[src/rtl/alu_exec_unit_if.sv]
// Operation/result handshake bundle for alu_exec_unit.
// The slave modport is the ALU side and the master modport is the pipeline side.
interface alu_exec_unit_if #(
  parameter int XLEN = 32
);
  logic            i_valid;
  logic            o_ready;
  logic [3:0]      i_alu_ctrl;
  logic [XLEN-1:0] i_op_a;
  logic [XLEN-1:0] i_op_b;
  logic            o_valid;
  logic            i_ready;
  logic [XLEN-1:0] o_result;
  logic            o_illegal;

  modport slave (
    input  i_valid, i_alu_ctrl, i_op_a, i_op_b, i_ready,
    output o_ready, o_valid, o_result, o_illegal
  );

  modport master (
    output i_valid, i_alu_ctrl, i_op_a, i_op_b, i_ready,
    input  o_ready, o_valid, o_result, o_illegal
  );
endinterface

[src/rtl/alu_exec_unit.sv]
// Execute-stage ALU with valid/ready in and out. Shifts run one bit per cycle,
// unless ALU_FAST_SHIFT_EN is defined, which selects a single-cycle barrel shifter.
module alu_exec_unit #(
  parameter int XLEN    = 32,
  parameter int SHAMT_W = 5
) (
  input  logic          i_clk,
  input  logic          i_rst_n,
  input  logic          i_flush,
  alu_exec_unit_if.slave bus
);
  localparam logic [3:0] OP_ADD  = 4'b0000;
  localparam logic [3:0] OP_SUB  = 4'b0001;
  localparam logic [3:0] OP_SLL  = 4'b0010;
  localparam logic [3:0] OP_SLT  = 4'b0011;
  localparam logic [3:0] OP_SLTU = 4'b0100;
  localparam logic [3:0] OP_XOR  = 4'b0101;
  localparam logic [3:0] OP_SRL  = 4'b0110;
  localparam logic [3:0] OP_SRA  = 4'b0111;
  localparam logic [3:0] OP_OR   = 4'b1000;
  localparam logic [3:0] OP_AND  = 4'b1001;
  localparam logic [3:0] OP_EQ   = 4'b1010;
  localparam logic [3:0] OP_GE   = 4'b1011;
  localparam logic [3:0] OP_GEU  = 4'b1100;
  localparam logic [3:0] OP_BUF  = 4'b1101;

  localparam logic [SHAMT_W-1:0] CNT_ZERO = {SHAMT_W{1'b0}};
  localparam logic [SHAMT_W-1:0] CNT_ONE  = {{(SHAMT_W-1){1'b0}}, 1'b1};
  localparam logic [XLEN-2:0]    PAD_ZERO = {(XLEN-1){1'b0}};

  typedef enum logic [1:0] {
    ST_IDLE  = 2'b00,
    ST_SHIFT = 2'b01,
    ST_DONE  = 2'b10
  } state_t;

  state_t              state_r, state_nx;
  logic                ready_s, accept_s, is_shift_s, iter_s, alu_ill_s;
  logic [SHAMT_W-1:0]  shamt_s, cnt_r;
  logic [XLEN-1:0]     a_s, b_s, alu_res_s, sh_r, sh_nx_s, result_r;
  logic [3:0]          op_r;
  logic                illegal_r, valid_r;

  assign a_s        = bus.i_op_a;
  assign b_s        = bus.i_op_b;
  assign shamt_s    = bus.i_op_b[SHAMT_W-1:0];
  assign ready_s    = ((state_r == ST_IDLE) | ((state_r == ST_DONE) & bus.i_ready)) & ~i_flush;
  assign accept_s   = bus.i_valid & ready_s;
  assign is_shift_s = (bus.i_alu_ctrl == OP_SLL) | (bus.i_alu_ctrl == OP_SRL) |
                      (bus.i_alu_ctrl == OP_SRA);
`ifdef ALU_FAST_SHIFT_EN
  assign iter_s     = 1'b0;
`else
  assign iter_s     = is_shift_s & (shamt_s != CNT_ZERO);
`endif

  assign bus.o_ready   = ready_s;
  assign bus.o_valid   = valid_r;
  assign bus.o_result  = result_r;
  assign bus.o_illegal = illegal_r;

  // Single-cycle datapath; in the iterative build it only covers a zero shift amount.
  always_comb begin
    alu_res_s = {XLEN{1'b0}};
    alu_ill_s = 1'b0;
    case (bus.i_alu_ctrl)
      OP_ADD:  alu_res_s = a_s + b_s;
      OP_SUB:  alu_res_s = a_s - b_s;
`ifdef ALU_FAST_SHIFT_EN
      OP_SLL:  alu_res_s = a_s << shamt_s;
      OP_SRL:  alu_res_s = a_s >> shamt_s;
      OP_SRA:  alu_res_s = $signed(a_s) >>> shamt_s;
`else
      OP_SLL, OP_SRL, OP_SRA: alu_res_s = a_s;
`endif
      OP_SLT:  alu_res_s = {PAD_ZERO, ($signed(a_s) < $signed(b_s))};
      OP_SLTU: alu_res_s = {PAD_ZERO, (a_s < b_s)};
      OP_XOR:  alu_res_s = a_s ^ b_s;
      OP_OR:   alu_res_s = a_s | b_s;
      OP_AND:  alu_res_s = a_s & b_s;
      OP_EQ:   alu_res_s = {PAD_ZERO, (a_s == b_s)};
      OP_GE:   alu_res_s = {PAD_ZERO, ($signed(a_s) >= $signed(b_s))};
      OP_GEU:  alu_res_s = {PAD_ZERO, (a_s >= b_s)};
      OP_BUF:  alu_res_s = b_s;
      default: begin
        alu_res_s = {XLEN{1'b0}};
        alu_ill_s = 1'b1;
      end
    endcase
  end

  // One-bit shift step applied to the in-flight operand.
  always_comb begin
    sh_nx_s = sh_r;
    case (op_r)
      OP_SLL:  sh_nx_s = {sh_r[XLEN-2:0], 1'b0};
      OP_SRL:  sh_nx_s = {1'b0, sh_r[XLEN-1:1]};
      OP_SRA:  sh_nx_s = {sh_r[XLEN-1], sh_r[XLEN-1:1]};
      default: sh_nx_s = sh_r;
    endcase
  end

  // Next-state logic; flush overrides both handshakes.
  always_comb begin
    state_nx = state_r;
    if (i_flush) begin
      state_nx = ST_IDLE;
    end else begin
      case (state_r)
        ST_IDLE: begin
          if (accept_s) state_nx = iter_s ? ST_SHIFT : ST_DONE;
          else          state_nx = ST_IDLE;
        end
        ST_SHIFT: begin
          // Counter 1 means this edge performs the last shift.
          if ((cnt_r == CNT_ONE) | (cnt_r == CNT_ZERO)) state_nx = ST_DONE;
          else                                          state_nx = ST_SHIFT;
        end
        ST_DONE: begin
          if (accept_s)         state_nx = iter_s ? ST_SHIFT : ST_DONE;
          else if (bus.i_ready) state_nx = ST_IDLE;
          else                  state_nx = ST_DONE;
        end
        default: state_nx = ST_IDLE;
      endcase
    end
  end

  // State register.
  always_ff @(posedge i_clk or negedge i_rst_n) begin
    if (!i_rst_n) state_r <= ST_IDLE;
    else          state_r <= state_nx;
  end

  // Result, shift operand and counter registers.
  always_ff @(posedge i_clk or negedge i_rst_n) begin
    if (!i_rst_n) begin
      valid_r   <= 1'b0;
      result_r  <= {XLEN{1'b0}};
      illegal_r <= 1'b0;
      sh_r      <= {XLEN{1'b0}};
      cnt_r     <= CNT_ZERO;
      op_r      <= 4'b0000;
    end else if (i_flush) begin
      valid_r <= 1'b0;
      cnt_r   <= CNT_ZERO;
    end else begin
      valid_r <= (state_nx == ST_DONE);
      if (accept_s) begin
        if (iter_s) begin
          sh_r  <= a_s;
          cnt_r <= shamt_s;
          op_r  <= bus.i_alu_ctrl;
        end else begin
          result_r  <= alu_res_s;
          illegal_r <= alu_ill_s;
        end
      end else if (state_r == ST_SHIFT) begin
        sh_r  <= sh_nx_s;
        cnt_r <= cnt_r - CNT_ONE;
        if (state_nx == ST_DONE) begin
          result_r  <= sh_nx_s;
          illegal_r <= 1'b0;
        end
      end
    end
  end
endmodule

[src/flat_wrapper.sv]
// flat-port wrapper written by rule: the top's interface ports become plain ports
module alu_exec_unit_flat 
#(
  parameter int XLEN    = 32,
  parameter int SHAMT_W = 5
)
  (i_clk, i_rst_n, i_flush, bus_i_valid, bus_i_alu_ctrl, bus_i_op_a, bus_i_op_b, bus_i_ready, bus_o_ready, bus_o_valid, bus_o_result, bus_o_illegal);
  alu_exec_unit_if #(.XLEN(XLEN)) bus_i ();
  input  logic i_clk;
  input  logic i_rst_n;
  input  logic i_flush;
  input wire logic [$bits(bus_i.i_valid)-1:0] bus_i_valid;
  input wire logic [$bits(bus_i.i_alu_ctrl)-1:0] bus_i_alu_ctrl;
  input wire logic [$bits(bus_i.i_op_a)-1:0] bus_i_op_a;
  input wire logic [$bits(bus_i.i_op_b)-1:0] bus_i_op_b;
  input wire logic [$bits(bus_i.i_ready)-1:0] bus_i_ready;
  output wire logic [$bits(bus_i.o_ready)-1:0] bus_o_ready;
  output wire logic [$bits(bus_i.o_valid)-1:0] bus_o_valid;
  output wire logic [$bits(bus_i.o_result)-1:0] bus_o_result;
  output wire logic [$bits(bus_i.o_illegal)-1:0] bus_o_illegal;
  assign bus_i.i_valid = bus_i_valid;
  assign bus_i.i_alu_ctrl = bus_i_alu_ctrl;
  assign bus_i.i_op_a = bus_i_op_a;
  assign bus_i.i_op_b = bus_i_op_b;
  assign bus_i.i_ready = bus_i_ready;
  assign bus_o_ready = bus_i.o_ready;
  assign bus_o_valid = bus_i.o_valid;
  assign bus_o_result = bus_i.o_result;
  assign bus_o_illegal = bus_i.o_illegal;
  alu_exec_unit #(.XLEN(XLEN), .SHAMT_W(SHAMT_W)) u_core (.i_clk(i_clk), .i_rst_n(i_rst_n), .i_flush(i_flush), .bus(bus_i));
endmodule
[config.mk]
export PLATFORM = sky130hd
export DESIGN_NAME = alu_exec_unit_flat
export DESIGN_NICKNAME = d
export VERILOG_FILES = /design/src/rtl/alu_exec_unit_if.sv /design/src/rtl/alu_exec_unit.sv /design/src/flat_wrapper.sv
export SDC_FILE = /design/constraint.sdc
export NUM_CORES = 1
export LEC_CHECK = 0
export ABC_AREA = 1
export ABC_CLOCK_PERIOD_IN_PS = 2800
export CAP_MARGIN = 25
export CORE_MARGIN = 2
export CORE_UTILIZATION = 55
export CTS_CLUSTER_SIZE = 25
export DETAILED_ROUTE_END_ITERATION = 8
export PLACE_DENSITY = 0.89
export SETUP_SLACK_MARGIN = 0.1
export SYNTH_ARGS = -nofsm -noshare
export SYNTH_HDL_FRONTEND = slang
export SYNTH_SLANG_ARGS = --single-unit
export TNS_END_PERCENT = 10
[constraint.sdc]
create_clock -name i_clk -period 2.8 [get_ports i_clk]
set_clock_uncertainty 0.2 [all_clocks]
set_input_delay 0.28 -clock i_clk [delete_from_list [all_inputs] [get_ports i_clk]]
set_output_delay 0.28 -clock i_clk [all_outputs]
set_load 0.01 [all_outputs]
=== Word level (Yosys, flattened, before mapping) ===
Cells that the tools add are included.

* Bitwise operators: 12
* Add/sub/neg operators: 3
* Multipliers: 0
* $lt $le $gt $ge: 4
* Shifts and indexed selects: 0
* Reduce and logical (&&, ||, !) cells: 13
* Equality and inequality tests: 24
* Multiplexer cells: 26
* Div/mod/pow operators: 0

{| class="wikitable"
|+ Operator list
! cell !! number
|-
| 32-bit one-hot mux with 12 select lines || 1
|-
| 32-bit two-way mux || 7
|-
| 32-bit one-hot mux with 3 select lines || 1
|-
| 32-bit >= comparator || 2
|-
| 32-bit less-than comparator || 2
|-
| 32-bit adder || 1
|-
| 32-bit bitwise AND || 1
|-
| 32-bit equality test || 1
|-
| 32-bit OR || 1
|-
| 32-bit subtractor || 1
|-
| 32-bit XOR || 1
|-
| 4-bit by 3-bit equality test with 1-bit output, second input constant || 6
|-
| 4-bit equality test, second input constant || 6
|-
| 5-bit two-way mux || 4
|-
| 14-bit OR reduction || 1
|-
| 4-bit by 2-bit equality test with 1-bit output, second input constant || 3
|-
| 2-bit two-way mux || 6
|-
| 1-bit two-way mux || 6
|-
| 2-bit one-hot mux with 3 select lines || 1
|-
| 3-bit AND reduction || 2
|-
| 5-bit by 1-bit equality test with 1-bit output, second input constant || 1
|-
| 5-bit zero test || 1
|-
| 5-bit nonzero test || 1
|-
| 5-bit by 1-bit subtractor with 5-bit output, second input constant || 1
|-
| 15 further kinds || 24
|}

* Latch bits: 0
* Input port bits: 73
* Bits in read-only memories: 0
* Memories kept: 0
* Register bits: 77
* Output and inout bits: 35
* Memory bits (writable): 0

=== Logic depth before layout (Yosys ltp) ===
* Depth in word-level cells: 12
* Mapped depth: 18
* Gate-level depth less buffers: 18

=== Least setup slack after synthesis ===
OpenSTA, ideal clock, no wires.

* Path kind: input to register
* Start: input port bus_i_op_b[0]
* End: register u_core.result_r[24] (netlist: u_core.bus.o_result[24])
* Arrival time: 1,917 ps
* Cell stages on the path: 13
* Slack: 566 ps
* Buffers on the path: 1
* Cells stage by stage: ha_1 > fa_1 > nand2_1 > nand3_1 > and2_1 > buf_6 > a21o_1 > nand2_1 > nand4_1 > nand3_1 > nand3_1 > a21oi_1 > nor2_1

* Word-level cells in the longest chain between the ends: 9

{| class="wikitable"
|+ Ends and longest elaborated chain
! element !! line !! source
|-
| from (decl) || flat_wrapper.sv:15 || <nowiki>input wire logic [$bits(bus_i.i_op_b)-1:0] bus_i_op_b;</nowiki>
|-
| branches (longest 9 deep; another with 32-bit subtractor) || n/a ||
|-
| to (signal assigned) || alu_exec_unit.sv:139 || <nowiki>result_r <= {XLEN{1'b0}};</nowiki>
|-
| to (signal assigned) || alu_exec_unit.sv:155 || <nowiki>result_r <= alu_res_s;</nowiki>
|-
| to (signal assigned) || alu_exec_unit.sv:162 || <nowiki>result_r <= sh_nx_s;</nowiki>
|-
| to (decl) || alu_exec_unit.sv:40 || <nowiki>logic [XLEN-1:0] a_s, b_s, alu_res_s, sh_r, sh_nx_s, result_r;</nowiki>
|}

Parallel ways; which one is timed is not known. The select of a mux whose other input is x is not followed.
A chain may end at the register's enable or synchronous reset.

=== Worst setup path in the final report ===
* Start: input port bus_i_op_a[18]
* End: register u_core.result_r[19] (netlist: u_core.bus.o_result[19])

* Word-level cells in the longest chain between the ends: 4

{| class="wikitable"
|+ Ends and longest elaborated chain
! element !! line !! source
|-
| from (decl) || flat_wrapper.sv:14 || <nowiki>input wire logic [$bits(bus_i.i_op_a)-1:0] bus_i_op_a;</nowiki>
|-
| 32-bit subtractor / 32-bit adder (equally long branches) || alu_exec_unit.sv:68, alu_exec_unit.sv:67 ||
|-
| 32-bit one-hot mux with 12 select lines * || alu_exec_unit.sv:66 || <nowiki>case (bus.i_alu_ctrl)</nowiki>
|-
| 32-bit two-way mux * || alu_exec_unit.sv:150 || <nowiki>if (iter_s) begin</nowiki>
|-
| 32-bit two-way mux * || alu_exec_unit.sv:149 || <nowiki>if (accept_s) begin</nowiki>
|}

Mark *: on every way between the ends. The rest lies on a longest branch, timed or not. The select of a mux whose other input is x is not followed.

==> impl_metrics.yaml <==
pwr:
  p_leak_nw: 7.54
  power_density_nw_per_um2: 496
  ir_worst_vdd_mv: 0.539
floorplan:
  ios: 108
  row_count: 50
  die_h_um: 143
  core_area_um2: 18800
  die_area_um2: 20300
  start_util_pct: 56.3
  die_width_um: 143
setup_path:
  crit_type: "input pin to register"
  worstSetupEndpointType: "register"
  crit_family: "simple AND/OR/NAND/NOR gates"
  critPathLaunchType: "input pin"
  startpoint: "bus_i_op_a[18]"
  slowest_delay_ns: 0.52
  cp_max_fo: 7
  path_cells: "clkdlybuf4s50_1, inv_1, ha_2, nand2_1, nor2_1, and2_1, nand4_1, nand3_1, nand2_1, nand3_1, nand3_2, a21oi_2, nor2_1"
  timing.rr.start: "u_core.op_r[0]"
  cp.arrival_ns: 2.70
  critPathBufInv: 2
  crit_slowest_cell: "clkdlybuf4s50_1"
  required_ns: 2.83
cells_and_area:
  fillers: 1339
  area.growth.synth_to_final_pct: 42.5
  final_core_util_pct: 80.2
  fin_area_um2: 15100
  diodes: 0
  drive_above_1_share_pct: 25.6
  nets: 2303
yosys:
  yosysSeqAreaShare_pct: 18.2
  synth_cells: 1733
  async_flop_share_pct: 100
  synth_edf_count: 0
  postSynthRegisterBits: 77
  synthFlopType: "dfrtp_1"
  synth_warnings: 0
  synth.net_count: 1909
  ys_types: 54
  syn_area_um2: 10600
  avgSynthCellArea_um2: 6.09
placed_design:
  portBuffers: 107
  dpl.hpwl_um: 38000
  placed_cell_area_um2: 14100
  place_congestion: 1.15
  dp_slack_ns: -0.388
route:
  vias: 14400
  wire_per_inst_um: 20.7
  vias_per_cell: 6.09
  post-route-drc-count: 0
  wl_um: 49000
  dr.pass1.iters: 8
  first_iter_violations: 1728
  ant_nets: 0
status:
  status: "finished clean"
global_routing:
  antenna_found_initial: 0
  grtUsageTotal_pct: 46.6
  grt_max_degree: 78
  grt-ovfl-total: 0
  grt_pass1_vias: 13300
  grt_pass1_wl_um: 72300
timing:
  slew_viol_final: 0
  worst_slack_ns: 0.129
  rsz0062_at_grt: "true"
  tns_ns: 0
  tightest_slew_ns: 0.679
  setup_viol: 0
  fmax_mhz: 374
  whs_ns: 0.120
  hold_viol: 0
  timing.final.crit_period_ns: 2.67
  timing.final.crit_share_pct: 95.4
  worst_slew_margin_rel_pct: 54.7
job:
  cap_violations: 0
cts:
  clock-root-buffer: "clkbuf_16"
  clockBufferDepth: 2
  cts_made_buffers: 9
  clock-sinks: 77
  clk_pin_slew_ns: 0.06
  cts_tree: "done"
  clk_latency_ns: 0.35
  cts_max_level: 3
min_path:
  hold_path_class: "input pin to async pin"
## placed cells by master (no fill, tap or decap), types with 64 or more instances in the layout
cell               n
nand3_1          122
clkdlybuf4s50_1  104
nor2_1           165
nand2_1          380
o22ai_1           70
o21ai_0          117
buf_4            341
dfrtp_1           77
ha_1              75
a21oi_1           64
inv_1            247
## state kept, by name (all words and copies together), names as in the netlist
name	cells
u_core.cnt_r	5
u_core.sh_r	32
u_core.state_r	2
u_core.bus.o_illegal	1
u_core.bus.o_valid	1
u_core.bus.o_result	32
u_core.op_r	4
## logic make-up (layout without fill, tap and decap cells)
| logic type | after synthesis | in the layout | share of synthesized area [%] |
|---|---|---|---|
| buf+inv | 338 | 737 | 13.7 |
| flops | 77 | 77 | 18.2 |
| compound gates | 414 | 414 | 23.0 |
| fa+ha+maj | 103 | 103 | 12.3 |
| xor+xnor | 5 | 5 | 0.415 |
| simple gates | 796 | 796 | 32.3 |
## area by class of cell
class | count | area [um^2] | share of cell area [%]
multi-input combinational | 1318 | 7760 | 51.5
timing repair buffer | 455 | 3780 | 25.1
sequential | 77 | 1930 | 12.8
inverter | 266 | 1000 | 6.67
tap | 234 | 293 | 1.94
clock buffer | 11 | 233 | 1.55
clock inverter | 5 | 60.1 | 0.399
## report_power, final
group | switching [W] | internal (W)
sequential | 0.000349 | 0.00158
clock | 0.000484 | 0.000694
combinational | 0.00250 | 0.00186
## cells in the mapped netlist (2+ instances only)
| master | n | area [um^2] |
|---|---|---|
| nand2_4 | 3 | 33.8 |
| o21ai_1 | 14 | 70.1 |
| nor3_1 | 14 | 70.1 |
| clkbuf_1 | 16 | 60.1 |
| nand2_1 | 392 | 1470 |
| a211oi_1 | 27 | 203 |
| nor2_4 | 2 | 22.5 |
| ha_1 | 101 | 1260 |
| buf_2 | 30 | 150 |
| o21ai_0 | 126 | 631 |
| inv_2 | 11 | 41.3 |
| clkbuf_2 | 2 | 10.0 |
| xor2_1 | 4 | 35.0 |
| nand3_1 | 134 | 671 |
| o22a_1 | 3 | 26.3 |
| inv_1 | 252 | 946 |
| dfrtp_1 | 77 | 1930 |
| nand2_2 | 11 | 68.8 |
| o2111ai_1 | 3 | 26.3 |
| buf_1 | 2 | 7.51 |
| and2_1 | 6 | 37.5 |
| buf_4 | 9 | 67.6 |
| a31oi_1 | 34 | 213 |
| or2_2 | 7 | 43.8 |
| a21oi_2 | 9 | 78.8 |
| nand3b_1 | 4 | 30.0 |
| nor2_2 | 11 | 68.8 |
| a21oi_1 | 95 | 475 |
| nor2_1 | 184 | 691 |
| nand3_2 | 7 | 70.1 |
| buf_6 | 13 | 146 |
| o21bai_1 | 16 | 120 |
| o221ai_1 | 2 | 17.5 |
| o211ai_1 | 5 | 37.5 |
| fa_1 | 2 | 40.0 |
| o21a_1 | 2 | 15.0 |
| nand4_1 | 17 | 106 |
| o22ai_1 | 70 | 438 |
## worst paths after layout
kind	end	slack (ns)	cells past startpoint
setup / recovery	u_core.bus.o_result[19]	0.13	13
hold / removal	u_core.cnt_r[2]	0.12	2
setup reg to reg	u_core.bus.o_result[28]	0.23	11
hold reg to reg	u_core.bus.o_result[8]	0.30	2
max in group asynchronous	u_core.bus.o_result[30]	1.72	3
min in group i_clk	u_core.bus.o_result[8]	0.30	2
## what timing repair did
| item | 4_1_cts | 5_1_grt |
|---|---|---|
| endpoints found under the hold margin | 77 | 0 |
| buffers inserted | 0 | 2 |
| setup endpoints to repair | 12 | 26 |
| gates resized for setup | 11 | 133 |
| cloned | 0 | 0 |
| hold buffers | 1 | 0 |
| pin swaps | 0 | 11 |
## metrics by stage
stage	total power, W	std cells
2_1_floorplan	0.00402	1733
3_3_place_gp	0.00575	2346
3_5_place_dp	0.00589	2346
4_1_cts	0.00714	2363
5_1_grt	0.00784	2366
6_report	0.00747	2366
## per-layer routing
| metal | routed length [um] | share of wire [%] | GRT usage (%) | vias to the layer above |
|---|---|---|---|---|
| met5 | 0 | 0 | 0 | - |
| met3 | 4990 | 10 | 9.59 | 289 |
| met2 | 21800 | 44 | 76.6 | 1070 |
| met1 | 17400 | 35 | 53.4 | 6533 |
| met4 | 4880 | 10 | 35.1 | 0 |
| li1 | - | - | - | 6520 |
No activity file was read; power rests on OpenSTA's default activity.
